===== config.mk =====
export PLATFORM = sky130hd
export DESIGN_NAME = frame_writer_master
export DESIGN_NICKNAME = d
export VERILOG_FILES = /design/src/rtl/frame_writer_master.sv
export SDC_FILE = /design/constraint.sdc
export NUM_CORES = 1
export LEC_CHECK = 0
export ABC_AREA = 1
export CAP_MARGIN = 10
export CORE_MARGIN = 2
export CORE_UTILIZATION = 50
export DETAILED_ROUTE_END_ITERATION = 6
export GPL_TIMING_DRIVEN = 1
export HOLD_SLACK_MARGIN = 0.1
export PLACE_DENSITY = 0.8
export SYNTH_ARGS = -nofsm -noshare
export SYNTH_HDL_FRONTEND = slang
export SYNTH_SLANG_ARGS = --single-unit

===== constraint.sdc =====
create_clock -name clk -period 4.75 [get_ports clk]
set_input_delay 0.95 -clock clk [delete_from_list [all_inputs] [get_ports clk]]
set_output_delay 0.95 -clock clk [all_outputs]
set_load 0.02 [all_outputs]

===== src/rtl/frame_writer_master.sv =====
// rtl/frame_writer_master.sv - Avalon-MM burst write master draining a show-ahead pixel FIFO into a framebuffer
// Optional feature macro: FRAME_WRITER_DOUBLE_BUFFER_EN (second base register, alternating buffers)
module frame_writer_master #(
    parameter int BURST_LEN  = 8,
    parameter int IMG_WIDTH  = 640,
    parameter int IMG_HEIGHT = 480,
    parameter int ADDR_W     = 30
) (
    input  logic              clk,
    input  logic              reset_n,
    input  logic              waitrequest,
    output logic              write,
    output logic              chipselect,
    output logic [1:0]        byteenable,
    output logic [ADDR_W-1:0] address,
    output logic [4:0]        burstcount,
    output logic              beginbursttransfer,
    output logic [15:0]       writedata,
    input  logic [15:0]       fifo_q,
    input  logic [9:0]        fifo_used,
    output logic              fifo_rd_en,
    input  logic              slave_write,
    input  logic [3:0]        slave_address,
    input  logic [15:0]       slave_writedata,
    output logic              busy,
    output logic              frame_done,
    output logic              active_buffer
);

    localparam int XW = $clog2(IMG_WIDTH + 1);
    localparam int YW = $clog2(IMG_HEIGHT + 1);
    localparam int WW = $clog2(BURST_LEN + 1);

    typedef enum logic [1:0] {
        IDLE      = 2'd0,
        WAIT_FIFO = 2'd1,
        BURST     = 2'd2,
        FRAME_END = 2'd3
    } state_t;

    state_t            state_q, state_d;
    logic [ADDR_W-1:0] base_q;
    logic [15:0]       stride_q;
    logic              continuous_q;
    logic              start_pending_q, start_pending_d;
    logic [ADDR_W-1:0] sh_base_q;
    logic [15:0]       sh_stride_q;
    logic [XW-1:0]     x_q, x_d;
    logic [YW-1:0]     y_q, y_d;
    logic [ADDR_W-1:0] line_q, line_d;
    logic [WW-1:0]     word_q, word_d;
    logic              latch;
    logic              start_take;
    logic              start_wr;
    logic              start_req;
    logic [ADDR_W-1:0] next_base;

    assign start_wr   = slave_write && (slave_address == 4'd3) && slave_writedata[0];
    assign start_req  = start_pending_q || start_wr;
    assign byteenable = 2'b11;
    assign burstcount = 5'(BURST_LEN);
    assign writedata  = fifo_q;
    assign start_pending_d = start_take ? 1'b0 : start_req;

`ifdef FRAME_WRITER_DOUBLE_BUFFER_EN
    logic [ADDR_W-1:0] base1_q;
    logic              active_buffer_q;
    logic              next_buffer;

    // Buffer used by the frame about to start: at FRAME_END the index is about to toggle
    assign next_buffer   = (state_q == FRAME_END) ? ~active_buffer_q : active_buffer_q;
    assign next_base     = next_buffer ? base1_q : base_q;
    assign active_buffer = active_buffer_q;

    // Second base register and buffer index, toggled once per completed frame
    always_ff @(posedge clk) begin
        if (!reset_n) begin
            base1_q         <= '0;
            active_buffer_q <= 1'b0;
        end else begin
            if (slave_write && slave_address == 4'd4) base1_q[15:0] <= slave_writedata;
            if (slave_write && slave_address == 4'd5) base1_q[ADDR_W-1:16] <= slave_writedata[ADDR_W-17:0];
            if (state_q == FRAME_END) active_buffer_q <= ~active_buffer_q;
        end
    end
`else
    assign next_base     = base_q;
    assign active_buffer = 1'b0;
`endif

    // Write-only configuration registers and the pending-start flag
    always_ff @(posedge clk) begin
        if (!reset_n) begin
            base_q          <= '0;
            stride_q        <= '0;
            continuous_q    <= 1'b0;
            start_pending_q <= 1'b0;
        end else begin
            start_pending_q <= start_pending_d;
            if (slave_write) begin
                case (slave_address)
                    4'd0:    base_q[15:0]        <= slave_writedata;
                    4'd1:    base_q[ADDR_W-1:16] <= slave_writedata[ADDR_W-17:0];
                    4'd2:    stride_q            <= slave_writedata;
                    4'd3:    continuous_q        <= slave_writedata[1];
                    default: ;
                endcase
            end
        end
    end

    // State, position counters and per-frame shadow copies of base/stride
    always_ff @(posedge clk) begin
        if (!reset_n) begin
            state_q     <= IDLE;
            x_q         <= '0;
            y_q         <= '0;
            line_q      <= '0;
            word_q      <= '0;
            sh_base_q   <= '0;
            sh_stride_q <= '0;
        end else begin
            state_q <= state_d;
            x_q     <= x_d;
            y_q     <= y_d;
            line_q  <= line_d;
            word_q  <= word_d;
            if (latch) begin
                sh_base_q   <= next_base;
                sh_stride_q <= stride_q;
            end
        end
    end

    // Next-state logic and Avalon outputs; line_q tracks y*stride so no multiplier is needed
    always_comb begin
        state_d            = state_q;
        x_d                = x_q;
        y_d                = y_q;
        line_d             = line_q;
        word_d             = word_q;
        latch              = 1'b0;
        start_take         = 1'b0;
        write              = 1'b0;
        chipselect         = 1'b0;
        fifo_rd_en         = 1'b0;
        beginbursttransfer = 1'b0;
        busy               = 1'b0;
        frame_done         = 1'b0;
        address            = '0;
        case (state_q)
            IDLE: begin
                if (start_req) begin
                    state_d    = WAIT_FIFO;
                    start_take = 1'b1;
                    latch      = 1'b1;
                    x_d        = '0;
                    y_d        = '0;
                    line_d     = '0;
                end
            end
            WAIT_FIFO: begin
                busy = 1'b1;
                if (fifo_used >= 10'(BURST_LEN)) begin
                    state_d = BURST;
                    word_d  = '0;
                end
            end
            BURST: begin
                busy               = 1'b1;
                write              = 1'b1;
                chipselect         = 1'b1;
                beginbursttransfer = (word_q == '0);
                address            = sh_base_q + ((line_q + ADDR_W'(x_q)) << 1);
                if (!waitrequest) begin
                    fifo_rd_en = 1'b1;
                    if (word_q == WW'(BURST_LEN - 1)) begin
                        word_d = '0;
                        if (x_q == XW'(IMG_WIDTH - BURST_LEN)) begin
                            x_d    = '0;
                            y_d    = y_q + 1'b1;
                            line_d = line_q + ADDR_W'(sh_stride_q);
                        end else begin
                            x_d = x_q + XW'(BURST_LEN);
                        end
                        if (x_q == XW'(IMG_WIDTH - BURST_LEN) && y_q == YW'(IMG_HEIGHT - 1))
                            state_d = FRAME_END;
                        else
                            state_d = WAIT_FIFO;
                    end else begin
                        word_d = word_q + 1'b1;
                    end
                end
            end
            FRAME_END: begin
                frame_done = 1'b1;
                if (continuous_q || start_req) begin
                    state_d    = WAIT_FIFO;
                    start_take = 1'b1;
                    latch      = 1'b1;
                    x_d        = '0;
                    y_d        = '0;
                    line_d     = '0;
                end else begin
                    state_d = IDLE;
                end
            end
            default: state_d = IDLE;
        endcase
    end

endmodule


; Word level (Yosys, flattened, before mapping)
; Index checks and enable logic that the tools add are counted.
[word_totals]
wordCells = 94
register_bits = 149
output_inout_bits = 60
[classes]
magnitude_cmp = 1
n_eq_ne = 15
n_mux = 39
addsub = 6
n_reduce_logical = 20
n_bitwise = 1
[ops]
columns = cell, n
row1 = $mux 30, 6
row2 = $pmux 30 s3, 1
row3 = $mux 10, 5
row4 = $mux 9, 5
row5 = $add 30x16->30, 1
row6 = $add 30x30->30, 1
row7 = $pmux 10 s3, 1
row8 = $add 29x10->29, 1
row9 = $pmux 9 s3, 1
row10 = $mux 4, 3
row11 = $ne 2x2->1 const B, 6
row12 = $add 10x4->10 const B, 1
row13 = $eq 10x10->1 const B, 1
row14 = $ge 10x4->1 const B, 1
row15 = $mux 2, 5
row16 = $add 9x1->9 const B, 1
row17 = $eq 9x9->1 const B, 1
row18 = $mux 1, 9
row19 = $eq 4x2->1 const B, 2
row20 = $logic_not 4->1, 2
row21 = $pmux 2 s4, 1
row22 = $pmux 4 s2, 1
row23 = $reduce_and 2->1, 4
row24 = $reduce_and 6->1, 1
row25 = 16 further kinds, 21

; Logic depth before layout (Yosys ltp)
; Gate-level depths: netlist of the first run.
[logic_depth]
word_depth = 8
ltp_mapped = 24
mapped_depth_nobuf = 24

; Worst setup path after synthesis of the first run
; Ideal clock, no wire load.
[synth_path]
kind = reg-to-output
start = register x_q[4]
end = output address[23]
t_required_ns = 3.800
path_buffers = 0
path_slack_ns = 0.822
arrival_time_ns = 2.978
path_stages_with_launch = 22
path_cell_list = dfxtp_1 ha_1 nand2_1 nand2_1 nand2_1 nand2_1 nand2_1 nand2_1 nand2_1 nor2_1 inv_1 nor2_1 xor2_1 ha_1 nand2_1 nor2_1 inv_1 nor3_1 nand3_1 nand3_1 nor2_1 nor2_1
[synth_between]
elab_chain_len = 3
[synth_lines]
columns = element, line
row1 = from (decl), 48  ; logic [XW-1:0] x_q, x_d;
row2 = from (signal assigned), 116  ; x_q <= '0;
row3 = from (signal assigned), 124  ; x_q <= x_d;
row4 = $add 29x10->29, 174  ; address = sh_base_q + ((line_q + ADDR_W'(x_q)) << 1);
row5 = $add 30x30->30, 174
row6 = $mux 30, 151  ; case (state_q)
row7 = to (decl), 15  ; output logic [ADDR_W-1:0] address,
; No other way between the ends.

; Worst setup path in the final report of the first run
[layout_path]
start = register line_q[4]
end = output address[15]
[layout_between]
elab_chain_len = 3
[layout_lines]
columns = element, line
row1 = from (decl), 50  ; logic [ADDR_W-1:0] line_q, line_d;
row2 = from (signal assigned), 126  ; line_q <= line_d;
row3 = $add 29x10->29, 174
row4 = $add 30x30->30, 174
row5 = $mux 30, 151
; No other way between the ends.

==> results.toml, run 1 <==
[route]
vias_per_cell = 5.284
drtPass1Iterations = 7
wl_per_cell_um = 14.82
vias = 10080
drt_iter0_markers = 866
drt.antenna.violating_nets = 0
route.detailed.drc = 0
wirelength_um = 28260

[worst_setup_path]
required_ns = 3.80
rr_worst_depth = 11
ff2ff_setup_slack_ns = 1.45
crit_slowest_cell = "dfxtp_1"
worst_r2r_endpoint = "y_q[5]"
worst_ep_arrival_time_ns = 3.65
slowest_delay_ns = 0.33
path_cells = "ha_1 > nand2_1 > nand2_2 > nand2_2 > nand2_2 > nand2_2 > nand2_2 > nand2_2 > nor2_4 > buf_4 > nor2_1 > nor2_1 > ha_4 > a21oi_2 > o21ai_0 > o21bai_1 > a21oi_1 > xor2_1 > nor2_1 > dlygate4sd2_1"
cp_common_cell = "nand2_2"
cp-end-kind = "primary output"
path_max_fanout = 4
cp-start-kind = "flop"
worstSetupPathType = "reg -> out"
reg2reg_from = "state_q[0]"

[die]
num_rows = 51
pin_count = 110
dieArea_sq_um = 20870
core-area_sq_um = 19400
fp.dieW_um = 144.5
die_h_um = 144.5
start_util_pct = 50.84

[grt]
overflow = 0
grt_max_degree = 99
grt_use_total_pct = 27.25
grt_pass1_vias = 9002
antenna_found_initial = 0
grt_pass1_wl_um = 44620

[timing]
period_minus_slack_ns = 4.595
fmax_mhz = 217.6
setup_viol = 0
slew_headroom_pct = 31.01
fin_setup_tns_ns = 0
hold_viol = 0
slew_violations = 0
skew_ns = 0.01569
fin_crit_sh_pct = 96.75
rsz0062_at_grt = "yes"
worst_pin_slew_ns = 1.032

[clock_network]
cts.sinks = 145
root_buffer = "clkbuf_16"
cts_max_level = 4
cts_buffer_depth = 2
path_clk_slew_ns = 0.07
tritoncts = "yes"
numCtsBuffers = 17
clk-insertion-delay-late_ns = 0.44
ctsHoldBuffers = 0

[worst_hold_path]
hold_class = "reg -> reg"
hold_end = "base_q[14]"
min_delay_path_depth = 2
hp-start = "base_q[14]"

[synthesis]
syn_inst = 1569
ys_warn_count = 0
synth.distinct_cells = 38
ys.flop_type = "dfxtp_1"
synth-edff-count = 0
syn_area_sq_um = 9863
async_reset_ff_share_pct = 0
yosys_register_bits = 145
ys_seq_area_share_pct = 29.43
syn_avg_cell_area_sq_um = 6.286

[power_and_ir_drop]
ir_drop_mv = 0.2625
p_leak_uw = 0.005164
fin_total_pwr_uw = 3445
power.density_nw_per_um2 = 296.7

[placed_design]
dp_cells = 1866
dpl_cell_area_sq_um = 10720
io_buffers = 66
place.gp.congestion = 0.9695
dp_hpwl_um = 21180

[final_layout]
finalInstanceArea_sq_um = 11610
area_delta_synth_final_pct = 17.73
fin_nets = 1741
n_antenna_cell = 0
fill_cells = 1877
stdcell_count = 1907
drive_gt1_share_pct = 10.05

[job]
maxCapViolations = 0

[run_status]
status = "finished, final reports clean"
## cells in the final DEF, fill, tap and decap left out, types with 3 or more instances in the layout
master,netlist,final
inv_2,1,5
nor2_2,1,13
ha_2,0,3
inv_6,0,3
o21ai_1,8,14
clkdlybuf4s50_1,0,46
dfxtp_1,145,144
o21ai_0,128,121
buf_4,28,42
nor2_4,1,6
nor4_1,7,7
o21bai_1,4,4
xor2_1,33,32
clkbuf_2,0,4
nor3_2,0,6
buf_2,9,8
clkbuf_16,0,17
ha_1,60,54
inv_1,186,182
nand3b_1,8,8
nand2_2,3,18
dlygate4sd2_1,0,3
ha_4,0,3
conb_1,2,8
a21oi_1,129,118
nand4_1,21,21
nand3_1,91,90
nand2_1,329,313
clkinv_8,0,8
a21oi_2,2,12
inv_8,0,3
xnor2_1,8,8
nor3_1,25,19
a21o_1,7,7
nor2_1,282,265
## critical path, delay by kind of cell, from the launching register on
| kind | cells | cell delay (ns) |
|---|---|---|
| AND/OR/NAND/NOR | 11 | 1.02 |
| AO/OA/AOI/OAI | 4 | 0.69 |
| flip-flops | 1 | 0.33 |
| XOR/XNOR | 1 | 0.16 |
| adder cells (fa/ha/maj) | 2 | 0.56 |
| buffers and inverters | 2 | 0.46 |
## what timing repair did
action	in CTS	in global routing
pin swaps	1	25
gates resized for setup	46	89
endpoints found under the setup margin	19	20
setup buffers	2	7
## synth_stat cells, types with 2 or more instances
master | instances | area [sq um]
xnor2_1 | 8 | 70.07
nor2_1 | 282 | 1059
o21ai_0 | 128 | 640.6
a21oi_2 | 2 | 17.52
o21bai_1 | 4 | 30.03
ha_1 | 60 | 750.7
nor3_1 | 25 | 125.1
conb_1 | 2 | 7.510
xor2_1 | 33 | 289.0
nand2_1 | 329 | 1235
a211oi_1 | 2 | 15.01
o21ai_1 | 8 | 40.04
clkbuf_1 | 32 | 120.1
buf_6 | 4 | 45.04
dfxtp_1 | 145 | 2903
nor4_1 | 7 | 43.79
fa_1 | 2 | 40.04
nand3b_1 | 8 | 60.06
a21o_1 | 7 | 52.55
nand4_1 | 21 | 131.4
o21a_1 | 2 | 15.01
nand2_2 | 3 | 18.77
a31oi_1 | 2 | 12.51
buf_4 | 28 | 210.2
a21oi_1 | 129 | 645.6
buf_2 | 9 | 45.04
nand3_1 | 91 | 455.4
inv_1 | 186 | 698.2
## area by class of cell
type                    count  area, sq um  area share [%]
repair buffers            108        929.6           8.006
flip-flops and latches    145         2904           25.01
multi-input cells        1170         6113           52.65
well taps                 265        331.6           2.855
clock inverters            15        206.4           1.778
clock buffers              17        425.4           3.663
inverters                 187        701.9           6.045
## cells by family (layout without fill, tap and decap cells)
group / Yosys count / in the layout / synth area share, %
other: 2 / 8 / 0.07614
buffers and inverters: 260 / 327 / 11.38
XOR/XNOR: 41 / 41 / 3.641
AND/OR/NAND/NOR: 772 / 772 / 32.34
adder cells (fa/ha/maj): 62 / 62 / 8.017
AO/OA/AOI/OAI: 287 / 287 / 15.12
flip-flops: 145 / 145 / 29.43
## stage by stage
step	hold slack, ns	utilization (%)	setup slack (ns)
CTS	0.4464	58.75	-0.05384
global route	0.4682	59.86	-0.03439
finish	0.4445	59.86	0.1546
global placement	0.4293	55.24	0.08795
detailed placement	0.4346	55.24	0.05060
floorplan	0.4200	-	0.8224
## worst max-delay path by stage
stage	from	end	slack, ns	cells past startpoint
2_1_floorplan	x_q[4]	address[23]	0.82	21
3_3_place_gp	line_q[4]	address[29]	0.09	23
3_5_place_dp	line_q[4]	address[19]	0.05	20
4_1_cts	line_q[4]	address[16]	-0.05	21
5_1_grt	line_q[4]	address[28]	-0.03	24
6_report	line_q[4]	address[15]	0.15	20
## layer usage
| layer | vias up | track usage (%) | wire length [um] |
|---|---|---|---|
| li1 | 5142 | - | - |
| met5 | - | 0 | 0 |
| met1 | 4568 | 37.76 | 12850 |
| met4 | 0 | 7.205 | 429 |
| met2 | 333 | 43.78 | 12970 |
| met3 | 34 | 4.934 | 2013 |
## power by group
part	leakage, uW	switching, uW	internal (uW)
Combinational	0.00369	510	232
Sequential	0.00117	45.6	1270
Clock	0.000304	664	725
Total	0.00516	1220	2230
## flip-flops by register name, indices dropped and copies added (netlist names)
name             flops
start_pending_q      1
y_q                  9
line_q              29
sh_base_q           30
state_q              2
sh_stride_q         16
base_q              30
continuous_q         1
word_q               4
x_q                  7
stride_q            16
No activity file was read; power rests on OpenSTA's default activity.
==> run 2: changes to the inputs <==
- SETUP_SLACK_MARGIN: default -> 0.15
- clock period: 4.75 -> 5.1 ns (I/O delays scaled with it)
==> run 2 against run 1 <==
Sequential cell count is the same. Non-clock buffer count shrank 21. Highest routed layer unchanged. Via count grew 0.40%. Largest cell class unchanged.
==> results.toml, run 2 (same netlist as run 1, synthesis figures left out) <==
[run_status]
status = "finished, final reports clean"

[timing]
period_minus_slack_ns = 4.767
fin_crit_sh_pct = 93.47
slew_violations = 0
slew_headroom_pct = 29.24
holdWs_ns = 0.4442
fmax_mhz = 209.8
worst_pin_slew_ns = 1.058
skew_ns = 0.01038
hold_viol = 0
fin_setup_tns_ns = 0
rsz0062_at_grt = "no"
setup_viol = 0

[die]
fp.dieW_um = 144.5
dieArea_sq_um = 20870
die_h_um = 144.5
pin_count = 110
num_rows = 51
core-area_sq_um = 19400
start_util_pct = 50.84

[route]
wirelength_um = 27890
route.detailed.drc = 0
drt.antenna.violating_nets = 0
drtPass1Iterations = 6
vias = 10120
vias_per_cell = 5.364
drt_iter0_markers = 947
wl_per_cell_um = 14.79

[clock_network]
clk-insertion-delay-late_ns = 0.44
numCtsBuffers = 17
root_buffer = "clkbuf_16"
path_clk_slew_ns = 0.07
cts_max_level = 4
ctsHoldBuffers = 0
tritoncts = "yes"
cts_buffer_depth = 2
cts.sinks = 145

[worst_setup_path]
worst_ep_arrival_time_ns = 3.75
path_max_fanout = 5
cp-start-kind = "flop"
cp-end-kind = "primary output"
required_ns = 4.08
worstSetupPathType = "reg -> out"

[final_layout]
stdcell_count = 1886
mostFrequentLayoutCell = "nand2_1"
fin_nets = 1720
area_delta_synth_final_pct = 15.58
fill_cells = 1861
drive_gt1_share_pct = 8.020
reg_top3 = "base_q x30, sh_base_q x30, line_q x29"
n_antenna_cell = 0
final_cell_mix = "nand2_1 (323), nor2_1 (273), inv_1 (184)"

[grt]
grt_pass1_wl_um = 43770
antenna_found_initial = 0
grt_pass1_vias = 8857
overflow = 0
grt_max_degree = 100
grt_use_total_pct = 26.65

[placed_design]
dp_hpwl_um = 21020
place.gp.congestion = 0.9836
dp_cells = 1848
io_buffers = 66

[power_and_ir_drop]
power.density_nw_per_um2 = 279.0
ir_drop_mv = 0.2839
p_leak_uw = 0.005015
fin_total_pwr_uw = 3181

[worst_hold_path]
hold_class = "reg -> reg"

[job]
maxCapViolations = 0
==> run 2: layer usage <==
metal,global-route usage (%),wire [um],up-vias
met5,0,0,-
met4,7.358,461,0
met3,4.735,1876,44
met2,42.16,12600,372
li1,-,-,5102
met1,37.38,12950,4599
==> run 2: timing repair <==
action                     in CTS  in global routing
resized for setup              35                 74
buffers inserted                3                  3
pin swaps                       1                  5
setup endpoints to repair      18                 20
==> run 2: final timing paths <==
kind / from / to / slack [ns] / cells after the start
hold reg to reg: base_q[20] / base_q[20] / 0.44 / 2
hold / removal: base_q[20] / base_q[20] / 0.44 / 2
setup reg to reg: state_q[0] / line_q[26] / 1.78 / 10
setup / recovery: line_q[4] / address[10] / 0.33 / 16
==> run 2: worst max-delay path, cell delays in order, from the launching register on <==
cell and delay [ns]:
dfxtp_1 0.39, ha_4 0.23, nand2_1 0.07, nand2_2 0.08
nand2_1 0.10, nand2_1 0.09, buf_4 0.16, a31oi_1 0.15
xnor2_1 0.18, ha_1 0.34, nand2_2 0.16, inv_1 0.05
a21oi_1 0.22, nand3_1 0.20, xnor2_1 0.19, nor2_1 0.09
clkdlybuf4s50_1 0.61
==> run 2: report_power, final <==
part,total [uW],switching (uW),internal [uW],leakage [uW]
clock network,1270,605,668,0.000296
registers,1230,48.5,1180,0.00117
logic,676,467,209,0.00355
total,3180,1120,2060,0.00501
==> run 2: through the flow <==
stage	utilization, %	area (sq um)	setup WS (ns)
floorplan	-	9886	1.102
global placement	54.48	10570	0.2588
detailed placement	54.48	10570	0.1950
CTS	57.86	11220	0.08272
global route	58.77	11400	0.09840
finish	58.77	11400	0.3332
==> run 2: layout make-up <==
type | count | area [sq um] | area share [%]
multi-input cells | 1170 | 6086 | 53.39
flip-flops and latches | 145 | 2909 | 25.52
repair buffers | 87 | 760.7 | 6.673
inverters | 187 | 701.9 | 6.157
clock buffers | 17 | 425.4 | 3.732
well taps | 265 | 331.6 | 2.909
clock inverters | 15 | 185.2 | 1.624
==> run 3: changes to the inputs <==
- HOLD_SLACK_MARGIN: 0.1 -> 0.12
==> results of run 3 <==
The final DEF is identical to that of run 2; final timing and power are the same.
